===== config.mk =====
export PLATFORM = sky130hd
export DESIGN_NAME = io_host_port
export DESIGN_NICKNAME = d
export VERILOG_FILES = /design/src/rtl/io_host_pkg.sv /design/src/rtl/io_host_fifo.sv /design/src/rtl/io_host_port.sv
export SDC_FILE = /design/constraint.sdc
export NUM_CORES = 1
export LEC_CHECK = 0
export BUFFER_PORTS_ARGS = -buffer_cell sky130_fd_sc_hd__buf_4
export CORE_MARGIN = 3
export CORE_UTILIZATION = 58
export CTS_CLUSTER_SIZE = 14
export DETAILED_ROUTE_END_ITERATION = 10
export PLACE_DENSITY = 0.81
export SLEW_MARGIN = 25
export SYNTH_ARGS = -nofsm -noshare
export SYNTH_HDL_FRONTEND = slang
export SYNTH_HIERARCHICAL = 1
export SYNTH_SLANG_ARGS = --single-unit

===== constraint.sdc =====
create_clock -name clk -period 4.7 [get_ports clk]
set_input_delay 0.47 -clock clk [delete_from_list [all_inputs] [get_ports clk]]
set_output_delay 0.47 -clock clk [all_outputs]
set_load 0.02 [all_outputs]

===== src/rtl/io_host_pkg.sv =====
// Shared types and helpers for the host-side IO endpoint.
package io_host_pkg;

    typedef enum logic {
        ST_EMPTY  = 1'b0,
        ST_LOADED = 1'b1
    } in_state_t;

    function automatic int unsigned clog2(input int unsigned value);
        int unsigned r;
        r = 0;
        while ((32'd1 << r) < value) r = r + 1;
        return r;
    endfunction

endpackage


===== src/rtl/io_host_fifo.sv =====
// Synchronous output FIFO; pointers carry one extra wrap bit to tell full from empty.
module io_host_fifo
    import io_host_pkg::*;
#(
    parameter int unsigned DATA_BITWIDTH = 8,
    parameter int unsigned DEPTH         = 4
) (
    input  logic                     clk,
    input  logic                     rst_n,
    input  logic                     push,
    input  logic                     pop,
    input  logic [DATA_BITWIDTH-1:0] wr_data,
    output logic [DATA_BITWIDTH-1:0] rd_data,
    output logic                     full,
    output logic                     empty
);

    localparam int unsigned AW = clog2(DEPTH);
    localparam int unsigned PW = AW + 1;

    logic [DATA_BITWIDTH-1:0] mem [DEPTH];
    logic [PW-1:0]            wr_ptr;
    logic [PW-1:0]            rd_ptr;
    logic                     wr_en;
    logic                     rd_en;

    assign empty = (wr_ptr == rd_ptr);
    assign full  = (wr_ptr[AW] != rd_ptr[AW]) && (wr_ptr[AW-1:0] == rd_ptr[AW-1:0]);
    assign rd_en = pop & ~empty;
    // A pop in the same cycle frees the slot, so a push into a full FIFO still lands.
    assign wr_en = push & (~full | rd_en);

    always_ff @(posedge clk or negedge rst_n) begin
        if (!rst_n) begin
            wr_ptr <= '0;
            rd_ptr <= '0;
        end else begin
            if (wr_en) wr_ptr <= wr_ptr + 1'b1;
            if (rd_en) rd_ptr <= rd_ptr + 1'b1;
        end
    end

    always_ff @(posedge clk) begin
        if (wr_en) mem[wr_ptr[AW-1:0]] <= wr_data;
    end

    assign rd_data = empty ? '0 : mem[rd_ptr[AW-1:0]];

endmodule


===== src/rtl/io_host_port.sv =====
// Host-side endpoint: core IO strobes to host valid/ready byte channels.
module io_host_port
    import io_host_pkg::*;
#(
    parameter int unsigned DATA_BITWIDTH = 8,
    parameter int unsigned OFIFO_DEPTH   = 4
) (
    input  logic                     clk,
    input  logic                     rst_n,
    input  logic [DATA_BITWIDTH-1:0] core_out_data,
    input  logic                     io_output_ready,
    input  logic                     io_input_done,
    output logic [DATA_BITWIDTH-1:0] core_in_data,
    output logic                     core_in_valid,
    input  logic [DATA_BITWIDTH-1:0] host_tx_data,
    input  logic                     host_tx_valid,
    output logic                     host_tx_ready,
    output logic [DATA_BITWIDTH-1:0] host_rx_data,
    output logic                     host_rx_valid,
    input  logic                     host_rx_ready,
    output logic                     ofifo_overflow,
    output logic                     in_underrun
);

    logic      prev_out;
    logic      prev_done;
    logic      out_rise;
    logic      done_rise;
    logic      pop;
    logic      full;
    logic      empty;
    logic      load;
    in_state_t state;
    in_state_t state_next;

    always_ff @(posedge clk or negedge rst_n) begin
        if (!rst_n) begin
            prev_out  <= 1'b0;
            prev_done <= 1'b0;
        end else begin
            prev_out  <= io_output_ready;
            prev_done <= io_input_done;
        end
    end

    assign out_rise      = io_output_ready & ~prev_out;
    assign done_rise     = io_input_done & ~prev_done;
    assign host_rx_valid = ~empty;
    assign pop           = host_rx_valid & host_rx_ready;

    io_host_fifo #(
        .DATA_BITWIDTH(DATA_BITWIDTH),
        .DEPTH        (OFIFO_DEPTH)
    ) u_fifo (
        .clk    (clk),
        .rst_n  (rst_n),
        .push   (out_rise),
        .pop    (pop),
        .wr_data(core_out_data),
        .rd_data(host_rx_data),
        .full   (full),
        .empty  (empty)
    );

    always_ff @(posedge clk or negedge rst_n) begin
        if (!rst_n) state <= ST_EMPTY;
        else        state <= state_next;
    end

    always_comb begin
        state_next = state;
        case (state)
            ST_EMPTY:  if (host_tx_valid) state_next = ST_LOADED;
            ST_LOADED: if (done_rise)     state_next = ST_EMPTY;
            default:                      state_next = ST_EMPTY;
        endcase
    end

    always_comb begin
        host_tx_ready = 1'b0;
        core_in_valid = 1'b0;
        case (state)
            ST_EMPTY:  host_tx_ready = 1'b1;
            ST_LOADED: core_in_valid = 1'b1;
            default:   host_tx_ready = 1'b0;
        endcase
    end

    assign load = host_tx_ready & host_tx_valid;

    always_ff @(posedge clk or negedge rst_n) begin
        if (!rst_n) begin
            core_in_data   <= '0;
            ofifo_overflow <= 1'b0;
            in_underrun    <= 1'b0;
        end else begin
            if (load) core_in_data <= host_tx_data;
            if (out_rise & full & ~pop) ofifo_overflow <= 1'b1;
            if (done_rise & (state == ST_EMPTY)) in_underrun <= 1'b1;
        end
    end

endmodule


==> results of run 1 <==
-- worst paths after layout --
check	end	slack (ps)
worst max-delay path	u_fifo/mem[0][5]	1510
worst min-delay path	ofifo_overflow	20
worst max register to register	u_fifo/mem[0][5]	1510
worst min register to register	in_underrun	500
max in group asynchronous	core_in_data[5]	4480
min in group clk	prev_out	270
-- sequential cells by signal, summed over array words and instances (netlist names) --
| signal | flops |
|---|---|
| core_in_data | 8 |
| ofifo_overflow | 1 |
| prev_done | 1 |
| state | 1 |
| u_fifo/wr_ptr | 3 |
| in_underrun | 1 |
| u_fifo/rd_ptr | 3 |
| u_fifo/mem | 32 |
| prev_out | 1 |
-- logic make-up after synthesis --
family                   share of synthesized area
multiplexers                                 0.148
XOR/XNOR                                    0.0443
buffers and inverters                       0.0242
adder cells (fa/ha/maj)                     0.0288
AND/OR/NAND/NOR                             0.0581
AO/OA/AOI/OAI                               0.0357
flip-flops                                   0.661
-- where the power goes --
part,total (mW),internal (mW),switching (mW)
Sequential,0.685,0.572,0.112
Combinational,0.748,0.361,0.387
Clock,0.258,0.110,0.148
Total,1.69,1.04,0.648
-- per-stage QoR --
step / cells / area [sq um]
2_1_floorplan: 117 / 2170
3_3_place_gp: 202 / 2520
3_5_place_dp: 202 / 2520
4_1_cts: 210 / 2610
5_1_grt: 210 / 2620
6_report: 210 / 2620
-- cells in the final DEF (no fill, tap or decap), types with 5 or more instances in the layout --
cell type	netlist	final
clkbuf_8	0	5
nor2b_1	10	9
mux2_4	8	8
inv_1	6	6
xnor2_1	5	5
buf_4	1	42
ha_1	5	5
dfrtp_1	19	19
mux4_2	8	8
edfxtp_1	32	32
-- cell type report --
class                      count  area (sq um)
timing repair buffer          42           315
multi-input combinational     57           688
clock buffer                   5          68.8
tap                           46          57.6
fill                         213           853
sequential                    51          1440
clock inverter                 3          26.3
inverter                       6          22.5
-- metal layers --
metal / track usage / vias to the layer above
li1: - / 527
met1: 0.314 / 609
met2: 0.310 / 46
met3: 0.0532 / 5
met4: 0.0684 / 0
met5: 0 / -
==> results.sh, run 1 <==
export IMPL_status="finished clean"
export IMPL_hold_buffers=0
export IMPL_grt_pass1_vias=1225
export IMPL_grt_usage=0.212
export IMPL_setup_worst_path_class="flop to flop"
export IMPL_netlist_area_sq_um=2170
export IMPL_setup_ws_ps=1510
export IMPL_ir_drop_uv=404
export IMPL_cts_tree="built"
export IMPL_highest_layer="met4"
export IMPL_rsz0062_at_grt="no"
export IMPL_synth_common_cells="32 x edfxtp_1, 19 x dfrtp_1, 10 x nor2b_1"
export IMPL_area_delta_synth_final_pct=20.3
export IMPL_synth_distinct_cells=26
export IMPL_rows=21
export IMPL_timing_hold_ws_ps=16.3
export IMPL_max_freq_ghz=0.314
export IMPL_min_period_over_period=0.678
export IMPL_cpPeakStageDelay_ps=770
export IMPL_clock_latency_ps=300
export IMPL_chipHeight_um=67.2
export IMPL_synth_top_area_share=0.442
export IMPL_path_clk_slew_ps=100
export IMPL_diodes=0
export IMPL_grt_first_pass_wirelength_mm=6.62
export IMPL_dp_hpwl_mm=3.11
export IMPL_p_leak_nw=1.06
export IMPL_antenna_left=0
export IMPL_synth_ff_latch_count=51
export IMPL_power_density_nw_per_um2=647
export IMPL_r2r_worst_path_cells=6
export IMPL_slew_headroom=0.568
export IMPL_gp_congestion=0.878
export IMPL_avgSynthCellArea_sq_um=18.6
export IMPL_first_pass_iters=4
export IMPL_async_flop_share=0.373
export IMPL_place_ws_ps=1510
export IMPL_drt_met1_wl_mm=1.82
export IMPL_tightestPinTransition_ps=644
export IMPL_grt_max_degree=20
export IMPL_initial_core_util=0.627
export IMPL_layout_nets=190
export IMPL_dr_wl_met2_mm=1.91
export IMPL_cts_root_buf="clkbuf_8"
export IMPL_numCtsBuffers=5
export IMPL_worst_path_stages=6
export IMPL_slowest_stage="dfrtp_1"
export IMPL_antenna_found_initial=0
export IMPL_routedWlPerCell_um=19.1
export IMPL_ios=43
export IMPL_reg2reg_from="u_fifo/rd_ptr[0]"
export IMPL_synth_seq_area_share=0.661
export IMPL_worst_ep_arrival_time_ps=3210
export IMPL_gr_total_overflow=0
export IMPL_post_cts_setup_buffer_count=0
export IMPL_drt_iter0_markers=94
export IMPL_critPathLaunch="u_fifo/rd_ptr[0]"
export IMPL_routed_wirelength_mm=4.02
export IMPL_cts_resized=0
export IMPL_synth_flop_cell="edfxtp_1"
export IMPL_io_buffers=42
export IMPL_critPathBufInv=1
export IMPL_synth_top_cell_by_area="edfxtp_1"
export IMPL_period_minus_slack_ps=3190
export IMPL_clock_skew_final_ps=5.73
export IMPL_crit_required_ps=4720
export IMPL_syn_inst=117
export IMPL_cp_end_kind="flop"
export IMPL_drive_gt1_frac=0.457
export IMPL_cts_sinks=51
export IMPL_via_count=1187
export IMPL_clockBufferDepth=2
export IMPL_maxCapViolCount=0
export IMPL_setup_viol=0
export IMPL_ys_warn_count=6
export IMPL_cp_top_family="simple AND/OR/NAND/NOR gates"
export IMPL_h_tree_depth=2
export IMPL_yosysMostFrequentCell="edfxtp_1"
export IMPL_syn_nets=144
export IMPL_crit_path_start_kind="flop"
export IMPL_core_area_sq_um=3470
export IMPL_setup_tns_ps=0
export IMPL_met3_length_um=236
export IMPL_hold_path_class="input port to async pin"
export IMPL_synth_edf_count=32
export IMPL_hold_violations=0
export IMPL_path_cells="xor2_2 > nor3_2 > nand2b_1 > inv_1 > or4_4 > and3_1"
export IMPL_drc=0
export IMPL_drv_slew=0
export IMPL_yosys_top_cells_area="edfxtp_1 44%, dfrtp_1 22%, mux4_2 8.3%, mux2_4 5.5%, ha_1 2.9%"
export IMPL_die_x_um=67.2
export IMPL_fin_util=0.754
export IMPL_avgViaCountPerCell=5.65
export IMPL_path_max_fanout=11
export IMPL_finalPower_mw=1.69
export IMPL_die_area_sq_um=4520
(Power assumes the default switching activity.)
==> run 2: changes to the inputs <==
- CORE_UTILIZATION: 58 -> 54
- PLACE_DENSITY: 0.81 -> 0.76
- clock period: 4.7 -> 3.1 ns (I/O delays scaled with it)
==> run 2 against run 1 <==
  * Critical endpoint is now u_fifo/mem[1][5]
  * Routed wire length down 9.4%
  * Largest cell class unchanged
  * Worst setup slack worse by 1100 ps
  * Count of clock-buffer cells in the layout up 1
  * Final cell count up 2.4%
  * Highest routed layer unchanged
  * Global-route usage down 4.6 points
  * Largest power group unchanged
  * Non-clock buffer count up 3
  * Sequential share of layout area down 1.3 points
==> results.sh, run 2 (synthesized netlist as in run 1, its figures left out) <==
export IMPL_status="finished clean"
export IMPL_drt_iter0_markers=63
export IMPL_ios=43
export IMPL_cp_end_kind="flop"
export IMPL_layout_commonest_cell="buf_4"
export IMPL_power_density_nw_per_um2=1020
export IMPL_avgViaCountPerCell=5.19
export IMPL_dp_hpwl_mm=2.58
export IMPL_tightestPinTransition_ps=966
export IMPL_p_seq_frac=0.368
export IMPL_grt_met1_usage=0.200
export IMPL_hold_violations=0
export IMPL_clock_skew_final_ps=3.08
export IMPL_clock_latency_ps=300
export IMPL_io_buffers=42
export IMPL_antenna_found_initial=0
export IMPL_combPwrFrac=0.441
export IMPL_drc=0
export IMPL_setup_viol=0
export IMPL_maxCapViolCount=0
export IMPL_met2_usage=0.278
export IMPL_initial_core_util=0.577
export IMPL_chipHeight_um=69.5
export IMPL_fillCellCount=238
export IMPL_clockBufferDepth=2
export IMPL_area_delta_synth_final_pct=23.1
export IMPL_largest_register_ffs=32
export IMPL_via_count=1116
export IMPL_crit_path_start_kind="flop"
export IMPL_antenna_left=0
export IMPL_period_minus_slack_ps=2670
export IMPL_hold_path_class="input port to flop"
export IMPL_netSwitchingFraction=0.353
export IMPL_routed_wirelength_mm=3.64
export IMPL_cts_sinks=51
export IMPL_final_cell_mix="44 x buf_4, 32 x edfxtp_1, 19 x dfrtp_1, 10 x nor2b_1"
export IMPL_dpl_cell_area_sq_um=2530
export IMPL_place_ws_ps=418
export IMPL_rsz0062_at_grt="no"
export IMPL_setup_tns_ps=0
export IMPL_cts_tree="built"
export IMPL_path_clk_slew_ps=80
export IMPL_core_area_sq_um=3770
export IMPL_die_x_um=69.5
export IMPL_p_clk_frac=0.191
export IMPL_grt_max_degree=20
export IMPL_gr_total_overflow=0
export IMPL_p_leak_nw=1.09
export IMPL_routedWlPerCell_um=16.9
export IMPL_setup_worst_path_class="flop to flop"
export IMPL_crit_required_ps=3110
export IMPL_first_pass_iters=4
export IMPL_die_area_sq_um=4820
export IMPL_grt_usage=0.166
export IMPL_rows=22
export IMPL_switching_power_uw=959
export IMPL_path_max_fanout=11
export IMPL_min_period_over_period=0.862
export IMPL_ir_drop_uv=517
export IMPL_setup_ws_ps=428
export IMPL_drive_gt1_frac=0.449
export IMPL_grt_use_met3=0.0536
export IMPL_layout_nets=193
export IMPL_grt_first_pass_wirelength_mm=6.07
export IMPL_final_area_sq_um=2680
export IMPL_diodes=0
export IMPL_grt_pass1_vias=1235
export IMPL_slew_headroom=0.354
export IMPL_gp_congestion=0.731
export IMPL_p_int_mw=1.76
export IMPL_worst_ep_arrival_time_ps=2680
export IMPL_cts_root_buf="clkbuf_8"
export IMPL_numCtsBuffers=5
export IMPL_h_tree_depth=2
export IMPL_max_freq_ghz=0.374
export IMPL_busiest_layer="met2"
export IMPL_drv_slew=0
run 2: cell types whose count changed in the layout (fill, tap and decap cells not counted), sizes merged:
cell / previous run / this run
inv: 8 / 6
clkbuf: 5 / 6
buf: 42 / 44
clkinv: 1 / 0
dlygate4sd3: 0 / 1
bufinv: 0 / 2
run 2: layer usage:
metal / share of wire / wire (um) / vias to the layer above
met5: 0 / 0 / -
met4: 0.014 / 50 / 0
met3: 0.064 / 233 / 5
met2: 0.52 / 1880 / 40
met1: 0.41 / 1480 / 544
li1: - / - / 527
run 2: power groups by stage:
stage | registers (mW) | logic, mW | clock network [mW]
CTS | 1.01 | 1.22 | 0.529
global route | 1.03 | 1.29 | 0.553
detailed placement | 1.02 | 1.21 | 0
floorplan | 1.02 | 0.773 | 0
finish | 1.00 | 1.20 | 0.519
global placement | 1.01 | 1.16 | 0
run 2: repair_timing:
action,4_1_cts,5_1_grt
endpoints found under the hold margin,19,0
hold buffers,1,0
resized for setup,0,0
endpoints found under the setup margin,0,0
setup buffers,0,0
run 2: worst paths after layout:
check | depth (start not counted) | endpoint | slack [ps] | startpoint
max in group asynchronous | 2 | core_in_data[5] | 2460 | rst_n
min reg2reg | 1 | ofifo_overflow | 490 | ofifo_overflow
max reg2reg | 6 | u_fifo/mem[1][5] | 430 | u_fifo/rd_ptr[1]
max | 6 | u_fifo/mem[1][5] | 430 | u_fifo/rd_ptr[1]
min in group asynchronous | 2 | u_fifo/rd_ptr[1] | 440 | rst_n
min | 1 | prev_done | 120 | io_input_done
run 2: layout make-up:
class,instances,area (sq um),share of cell area
sequential,51,1440,0.536
multi-input combinational,57,686,0.256
timing repair buffer,45,340,0.127
clock buffer,6,72.6,0.0271
clock inverter,2,60.1,0.0224
tap,48,60.1,0.0224
inverter,6,22.5,0.00841
run 2: stage by stage:
stage / power [mW] / hold WS (ps) / util / instances
after floorplan: 1.80 / 14.4 / - / 117
after global placement: 2.17 / 189 / 0.672 / 206
after detailed placement: 2.22 / 193 / 0.672 / 206
after CTS: 2.75 / 117 / 0.710 / 215
after global routing: 2.87 / 109 / 0.710 / 215
final: 2.72 / 125 / 0.710 / 215
run 2: critical path, cell delays in order (launching register included):
cell and delay [ps]:
dfrtp_1 720, xor2_4 210, nor3_2 260, nand2b_1 160
inv_1 120, or4_4 560, and3_1 340
